## config.mk

```make
export PLATFORM = sky130hd
export DESIGN_NAME = vx_raster_req_packer
export DESIGN_NICKNAME = d
export VERILOG_FILES = /design/src/rtl/vx_raster_req_packer.sv
export SDC_FILE = /design/constraint.sdc
export NUM_CORES = 1
export LEC_CHECK = 0
export ABC_AREA = 0
export CORE_UTILIZATION = 53
export CTS_CLUSTER_DIAMETER = 40
export DETAILED_ROUTE_END_ITERATION = 16
export GPL_TIMING_DRIVEN = 0
export PLACE_DENSITY = 0.79
export SKIP_CTS_REPAIR_TIMING = 1
export SYNTH_ARGS = -nofsm -noshare
export SYNTH_HDL_FRONTEND = slang
export SYNTH_SLANG_ARGS = --single-unit
```

## constraint.sdc

```tcl
create_clock -name clk -period 11.06 [get_ports clk]
set_clock_uncertainty 0.15 [all_clocks]
set_input_delay 3.318 -clock clk [delete_from_list [all_inputs] [get_ports clk]]
set_output_delay 3.318 -clock clk [all_outputs]
set_load 0.05 [all_outputs]
```

## src/rtl/vx_raster_req_packer.sv

```systemverilog
// vx_raster_req_packer: raster-unit master of the raster bus.
// Packs rasterizer stamps into NUM_LANES-wide requests for one core,
// flushes partial packets on idle timeout or end of work, and then
// presents a sticky done packet until the next start pulse.
//
// Ports:
//   clk, reset        clock, synchronous active-high reset
//   start             pulse: begin new work, leave the done state
//   stamp_valid       input stamp offered
//   stamp_data        input stamp {pos_x, pos_y, mask, pid, bcoords}
//   stamp_ready       input stamp accepted this cycle
//   raster_done       level: rasterizer issues no more stamps
//   req_valid         bus request valid (registered)
//   req_stamps        lane i at [i*STAMP_WIDTH +: STAMP_WIDTH]
//   req_done          no more work; stamps all zero
//   req_ready         bus request consumed
//   busy              accumulator or data packet non-empty

module vx_raster_req_packer #(
    parameter int NUM_LANES    = 4,
    parameter int STAMP_WIDTH  = 64,
    parameter int FLUSH_CYCLES = 16
) (
    input  logic                             clk,
    input  logic                             reset,
    input  logic                             start,
    input  logic                             stamp_valid,
    input  logic [STAMP_WIDTH-1:0]           stamp_data,
    output logic                             stamp_ready,
    input  logic                             raster_done,
    output logic                             req_valid,
    output logic [NUM_LANES*STAMP_WIDTH-1:0] req_stamps,
    output logic                             req_done,
    input  logic                             req_ready,
    output logic                             busy
);

    localparam int CW = $clog2(NUM_LANES + 1);
    localparam int IW = $clog2(FLUSH_CYCLES + 1);
    localparam int LW = (NUM_LANES > 1) ? $clog2(NUM_LANES) : 1;

    localparam logic [CW-1:0] FULL     = CW'(NUM_LANES);
    localparam logic [IW-1:0] IDLE_MAX = IW'(FLUSH_CYCLES);

    typedef enum logic [1:0] {
        S_IDLE,
        S_FILL,
        S_DONE
    } state_t;

    state_t state;
    state_t state_n;

    logic [STAMP_WIDTH-1:0]           lanes [NUM_LANES];
    logic [CW-1:0]                    count;
    logic [IW-1:0]                    idle;
    logic [LW-1:0]                    wr_idx;
    logic                             accept;
    logic                             out_free;
    logic                             move_cond;
    logic                             move;
    logic [NUM_LANES*STAMP_WIDTH-1:0] packed_lanes;

    // ------------------------------------------------------------
    // FSM state register
    // ------------------------------------------------------------
    always_ff @(posedge clk) begin
        if (reset) begin
            state <= S_IDLE;
        end else begin
            state <= state_n;
        end
    end

    // ------------------------------------------------------------
    // FSM next state and input-side handshake
    // ------------------------------------------------------------
    always_comb begin
        state_n     = state;
        stamp_ready = 1'b0;
        unique case (state)
            S_IDLE: begin
                if (start) begin
                    state_n = S_FILL;
                end
            end
            S_FILL: begin
                stamp_ready = (count < FULL);
                // Enter done only once every buffered stamp has been
                // handed over and no stamp is being taken this cycle.
                if ((count == '0) && !req_valid && raster_done &&
                    !stamp_valid) begin
                    state_n = S_DONE;
                end
            end
            S_DONE: begin
                if (start) begin
                    state_n = S_FILL;
                end
            end
            default: begin
                state_n = S_IDLE;
            end
        endcase
    end

    assign accept   = stamp_valid && stamp_ready;
    assign out_free = !req_valid || req_ready;
    assign wr_idx   = LW'(count);

    // A packet leaves when full, or partially filled and either the
    // idle timer expired or the rasterizer has nothing more to give.
    always_comb begin
        move_cond = 1'b0;
        if (state == S_FILL) begin
            if (count == FULL) begin
                move_cond = 1'b1;
            end else if (count != '0) begin
                move_cond = (idle == IDLE_MAX) ||
                            (raster_done && !stamp_valid);
            end
        end
    end

    assign move = move_cond && out_free;

    // Lanes at or beyond count carry stale data; zero them on output.
    always_comb begin
        packed_lanes = '0;
        for (int i = 0; i < NUM_LANES; i++) begin
            if (CW'(i) < count) begin
                packed_lanes[i*STAMP_WIDTH +: STAMP_WIDTH] = lanes[i];
            end
        end
    end

    // ------------------------------------------------------------
    // Accumulator
    // ------------------------------------------------------------
    always_ff @(posedge clk) begin
        if (reset) begin
            count <= '0;
            for (int i = 0; i < NUM_LANES; i++) begin
                lanes[i] <= '0;
            end
        end else if (move) begin
            // The emptied accumulator takes a same-cycle stamp in lane 0.
            if (accept) begin
                lanes[0] <= stamp_data;
                count    <= CW'(1);
            end else begin
                count    <= '0;
            end
        end else if (accept) begin
            lanes[wr_idx] <= stamp_data;
            count         <= count + CW'(1);
        end
    end

    // ------------------------------------------------------------
    // Idle timer, saturating at FLUSH_CYCLES
    // ------------------------------------------------------------
    always_ff @(posedge clk) begin
        if (reset) begin
            idle <= '0;
        end else if (move || accept || (count == '0)) begin
            idle <= '0;
        end else if (idle != IDLE_MAX) begin
            idle <= idle + IW'(1);
        end
    end

    // ------------------------------------------------------------
    // Output register
    // ------------------------------------------------------------
    always_ff @(posedge clk) begin
        if (reset) begin
            req_valid  <= 1'b0;
            req_done   <= 1'b0;
            req_stamps <= '0;
        end else if (state == S_DONE) begin
            // Sticky done: every pop sees the same done packet.
            if (start) begin
                req_valid <= 1'b0;
                req_done  <= 1'b0;
            end else begin
                req_valid <= 1'b1;
                req_done  <= 1'b1;
            end
            req_stamps <= '0;
        end else if (state_n == S_DONE) begin
            req_valid  <= 1'b1;
            req_done   <= 1'b1;
            req_stamps <= '0;
        end else if (move) begin
            req_valid  <= 1'b1;
            req_done   <= 1'b0;
            req_stamps <= packed_lanes;
        end else if (req_ready) begin
            req_valid  <= 1'b0;
        end
    end

    assign busy = (count != '0) || (req_valid && !req_done);

endmodule

```

==> qor.yml, run 1 <==
postRouteWirelength_um: 63070
drv_slew: 0
switching_power_mw: 1.004
start_util: 0.5374
hold_violations: 0
vias_per_cell: 6.015
worstPathBufferInverterCount: 5
grt_max_degree: 32
slew_headroom: 0.01891
cp_max_fo: 19
synth_cell_type_count: 40
areaGrowthSynthToFinish_pct: 30.51
power_density_nw_per_um2: 162.7
die_width_um: 197.2
critPathCaptureType: "register"
drt-initial-drc-count: 1673
fin_ws_ps: 3514
hpwl_um: 44250
worstHoldPathCells: 2
min_to: "req_stamps[28]"
die_y_um: 197.2
cp_slowest_cell: "o31ai_4"
fmax_ghz: 0.1325
p_int_mw: 3.283
required_ps: 11200
max-clock-path-buffers: 3
finalInstanceArea_um2: 26360
cts_tree: "done"
core_region_area_um2: 37580
grt_use_total: 0.3242
top_layer: "met4"
clock-sinks: 524
grt_pass1_wl_um: 94440
synth_top_area_frac: 0.3807
yosysWarnings: 0
grt_pass1_vias: 16260
setup_viol_count_final: 0
synth_seq_area_share: 0.6463
swShare: 0.2342
reg2reg_slack_ps: 5900
slowest_delay_ps: 930
met1_length_um: 24200
rr_worst_depth: 10
nFillCells: 2778
firstDrtPassIters: 6
placed_area_um2: 24380
ioPinCount: 330
cts_inserted_buffers: 61
r2r_start: "count[0]"
violations: "capacitance limit"
syn_avg_cell_area_um2: 11.07
cts_max_level: 2
crit_chain: "clkdlybuf4s50_1, nand2b_1, nand3_1, clkbuf_1, clkbuf_1, nor2_1, o31ai_4, buf_8, buf_8"
worstMarginPinSlew_ps: 1472
pwr-share-seq: 0.491
io_buffers: 329
synthesis.area_um2: 20190
drt.antenna.violating_nets: 0
clock_latency_ps: 600
finalCriticalPeriod_ps: 7546
crit_path_start_kind: "input port"
clk_pin_slew_ps: 60
std_cell_rows: 71
synthFlopType: "dfxtp_1"
dpl_worst_slack_ps: 2957
p_total_mw: 4.287
met2_length_um: 29550
timing.rr.end: "lanes[2][19]"
gp_congestion: 0.9272
path_class: "in2reg"
worstHoldStart: "req_stamps[28]"
synth-edff-count: 256
worstHoldPathType: "reg2reg"
fp.dieArea_um2: 38890
ys_ff_latch: 524
p_leak_nw: 8.927
grt-ovfl-total: 0
met3_length_um: 6100
status: "complete, but fails checks"
antenna_found_initial: 1
async_reset_ff_frac: 0
drive_gt1_frac: 0.05846
peakVddDrop_uv: 160.6
drc: 0
synth_nets: 1898
rsz0062_at_grt: "no"
syn_inst: 1824
cp_top_family: "buffers and inverters"
netlist_top_cells_area: "edfxtp_1 (38%), dfxtp_1 (27%), o21ai_0 (6.3%)"
period_share: 0.6822
synth_top_area_cell: "edfxtp_1"
num_vias: 16780
cap_violations: 1
p_clk_frac: 0.455
root_buffer: "clkbuf_16"
wire_per_inst_um: 22.62
cp.arrival_ps: 7690
pwr-share-comb: 0.054
fin_nets: 2300
cells in the mapped netlist, types with 2 or more instances:
| library cell | instances |
|---|---|
| and2_1 | 193 |
| nor4bb_1 | 3 |
| mux2i_1 | 2 |
| a211oi_2 | 2 |
| nor3_1 | 3 |
| buf_2 | 7 |
| clkbuf_1 | 166 |
| nand2b_1 | 4 |
| edfxtp_1 | 256 |
| ha_1 | 4 |
| nand4_1 | 64 |
| o21ai_1 | 3 |
| nand3_1 | 197 |
| nand2_1 | 6 |
| o21ai_0 | 255 |
| clkbuf_2 | 6 |
| nor2_1 | 10 |
| dfxtp_1 | 268 |
| o31ai_1 | 2 |
| nor2b_1 | 5 |
| inv_1 | 6 |
| xnor2_1 | 2 |
| buf_1 | 18 |
| a21oi_1 | 133 |
| o211ai_1 | 128 |
| and3_1 | 66 |
| xor2_1 | 2 |
area by class of cell:
type / count / area (µm²) / share of cell area
Sequential cell: 524 / 13050 / 0.4953
Multi-Input combinational cell: 1097 / 6417 / 0.2435
Timing Repair Buffer: 339 / 3491 / 0.1325
Clock buffer: 82 / 1697 / 0.06438
Buffer: 197 / 755.7 / 0.02867
Tap cell: 511 / 639.4 / 0.02426
Clock inverter: 30 / 272.8 / 0.01035
Inverter: 6 / 22.52 / 0.0008545
Antenna cell: 3 / 7.507 / 0.0002848
sequential cells by signal, indices dropped and copies added, names as in the netlist:
register / flops
count: 3
req_done: 1
req_stamps: 256
req_valid: 1
lanes: 256
idle: 5
state: 2
per-stage QoR:
stage	utilization	TNS, ps	hold slack (ps)	instances
2_1_floorplan	-	0	321.6	1824
3_3_place_gp	0.6421	-557030	308.5	2664
3_5_place_dp	0.6488	0	317.1	2674
4_1_cts	0.7012	0	329.1	2786
5_1_grt	0.7012	0	350.4	2787
6_report	0.7014	0	327.8	2789
layer usage:
layer | track usage | up-vias
met5 | 0 | -
li1 | - | 7544
met4 | 0.1611 | 0
met2 | 0.5203 | 906
met3 | 0.06864 | 182
met1 | 0.4174 | 8144
worst register-to-register path: cells and delay by family, from the launching register on:
| kind | cells | cell delay [ps] |
|---|---|---|
| compound gates | 1 | 930 |
| flops | 1 | 430 |
| simple gates | 3 | 920 |
| fa+ha+maj | 1 | 270 |
| buf+inv | 5 | 2140 |
worst max path at each step:
| stage | start | endpoint | slack [ps] | depth (start not counted) |
|---|---|---|---|---|
| floorplan | req_ready | lanes[2][0] | 1240 | 6 |
| global placement | req_ready | lanes[2][14] | -3290 | 7 |
| detailed placement | req_ready | lanes[2][14] | 2960 | 9 |
| CTS | req_ready | lanes[2][19] | 3560 | 9 |
| global route | req_ready | lanes[2][17] | 3450 | 9 |
| finish | req_ready | lanes[2][19] | 3510 | 9 |
kinds of logic (layout without fill, tap and decap cells):
| logic type | Yosys count | in the layout | synth area share |
|---|---|---|---|
| simple gates | 553 | 553 | 0.1577 |
| other cells | 0 | 3 | 0 |
| mux | 3 | 3 | 0.001549 |
| flops | 524 | 524 | 0.6463 |
| xor+xnor | 4 | 4 | 0.001735 |
| fa+ha+maj | 4 | 4 | 0.002478 |
| compound gates | 533 | 533 | 0.1516 |
| buf+inv | 203 | 654 | 0.03854 |
power groups by stage:
stage          clock network [mW]  registers (mW)  logic (mW)
6_report                     1.95            2.10       0.232
5_1_grt                      2.04            2.11       0.244
4_1_cts                      1.96            2.10       0.227
3_5_place_dp                    0            2.14       0.225
3_3_place_gp                    0            2.16       0.206
2_1_floorplan                   0            2.15       0.104
layout by cell type (no fill, tap or decap), types with 2 or more instances in the layout:
| master | Yosys | final |
|---|---|---|
| a211oi_2 | 2 | 2 |
| a21oi_1 | 133 | 133 |
| and2_1 | 193 | 193 |
| and3_1 | 66 | 66 |
| buf_1 | 18 | 18 |
| buf_12 | 0 | 2 |
| buf_16 | 0 | 3 |
| buf_2 | 7 | 7 |
| buf_8 | 0 | 5 |
| bufinv_16 | 0 | 2 |
| clkbuf_1 | 166 | 179 |
| clkbuf_16 | 0 | 62 |
| clkbuf_2 | 6 | 6 |
| clkbuf_8 | 0 | 7 |
| clkdlybuf4s50_1 | 0 | 329 |
| clkinv_2 | 0 | 6 |
| clkinv_4 | 0 | 4 |
| clkinvlp_4 | 0 | 6 |
| dfxtp_1 | 268 | 268 |
| diode_2 | 0 | 3 |
| edfxtp_1 | 256 | 256 |
| ha_1 | 4 | 4 |
| inv_1 | 6 | 6 |
| inv_6 | 0 | 11 |
| mux2i_1 | 2 | 2 |
| nand2_1 | 6 | 6 |
| nand2b_1 | 4 | 4 |
| nand3_1 | 197 | 197 |
| nand4_1 | 64 | 64 |
| nor2_1 | 10 | 10 |
| nor2b_1 | 5 | 5 |
| nor3_1 | 3 | 3 |
| nor4bb_1 | 3 | 3 |
| o211ai_1 | 128 | 128 |
| o21ai_0 | 255 | 254 |
| o21ai_1 | 3 | 3 |
| o31ai_4 | 0 | 2 |
| xnor2_1 | 2 | 2 |
| xor2_1 | 2 | 2 |
Note: power is estimated with default switching activity, not from simulation.
==> run 2, diff against run 1 <==
clock period = 7 ns   (was 11.06 ns; I/O delays follow)
==> results of run 2 <==
The final DEF is identical to that of run 1. Status: complete, but fails checks: capacitance limit.
Among the figures that moved: setup slack after placement 2957 ps -> 114.7 ps; setup slack after layout 3514 ps -> 672.4 ps; register-to-register setup slack 5900 ps -> 1840 ps; total power 4.287 mW -> 6.774 mW; worst IR drop on VDD 160.6 µV -> 253.7 µV
==> run 3, diff against run 2 <==
HOLD_SLACK_MARGIN = 0.12   (was unset)
SKIP_CTS_REPAIR_TIMING = unset   (was 1)
==> results of run 3 <==
The final DEF is identical to that of run 1. Status: complete, but fails checks: capacitance limit.
Among the figures that moved: setup slack after placement 2957 ps -> 114.7 ps; setup slack after layout 3514 ps -> 672.4 ps; register-to-register setup slack 5900 ps -> 1840 ps; total power 4.287 mW -> 6.774 mW; worst IR drop on VDD 160.6 µV -> 253.7 µV
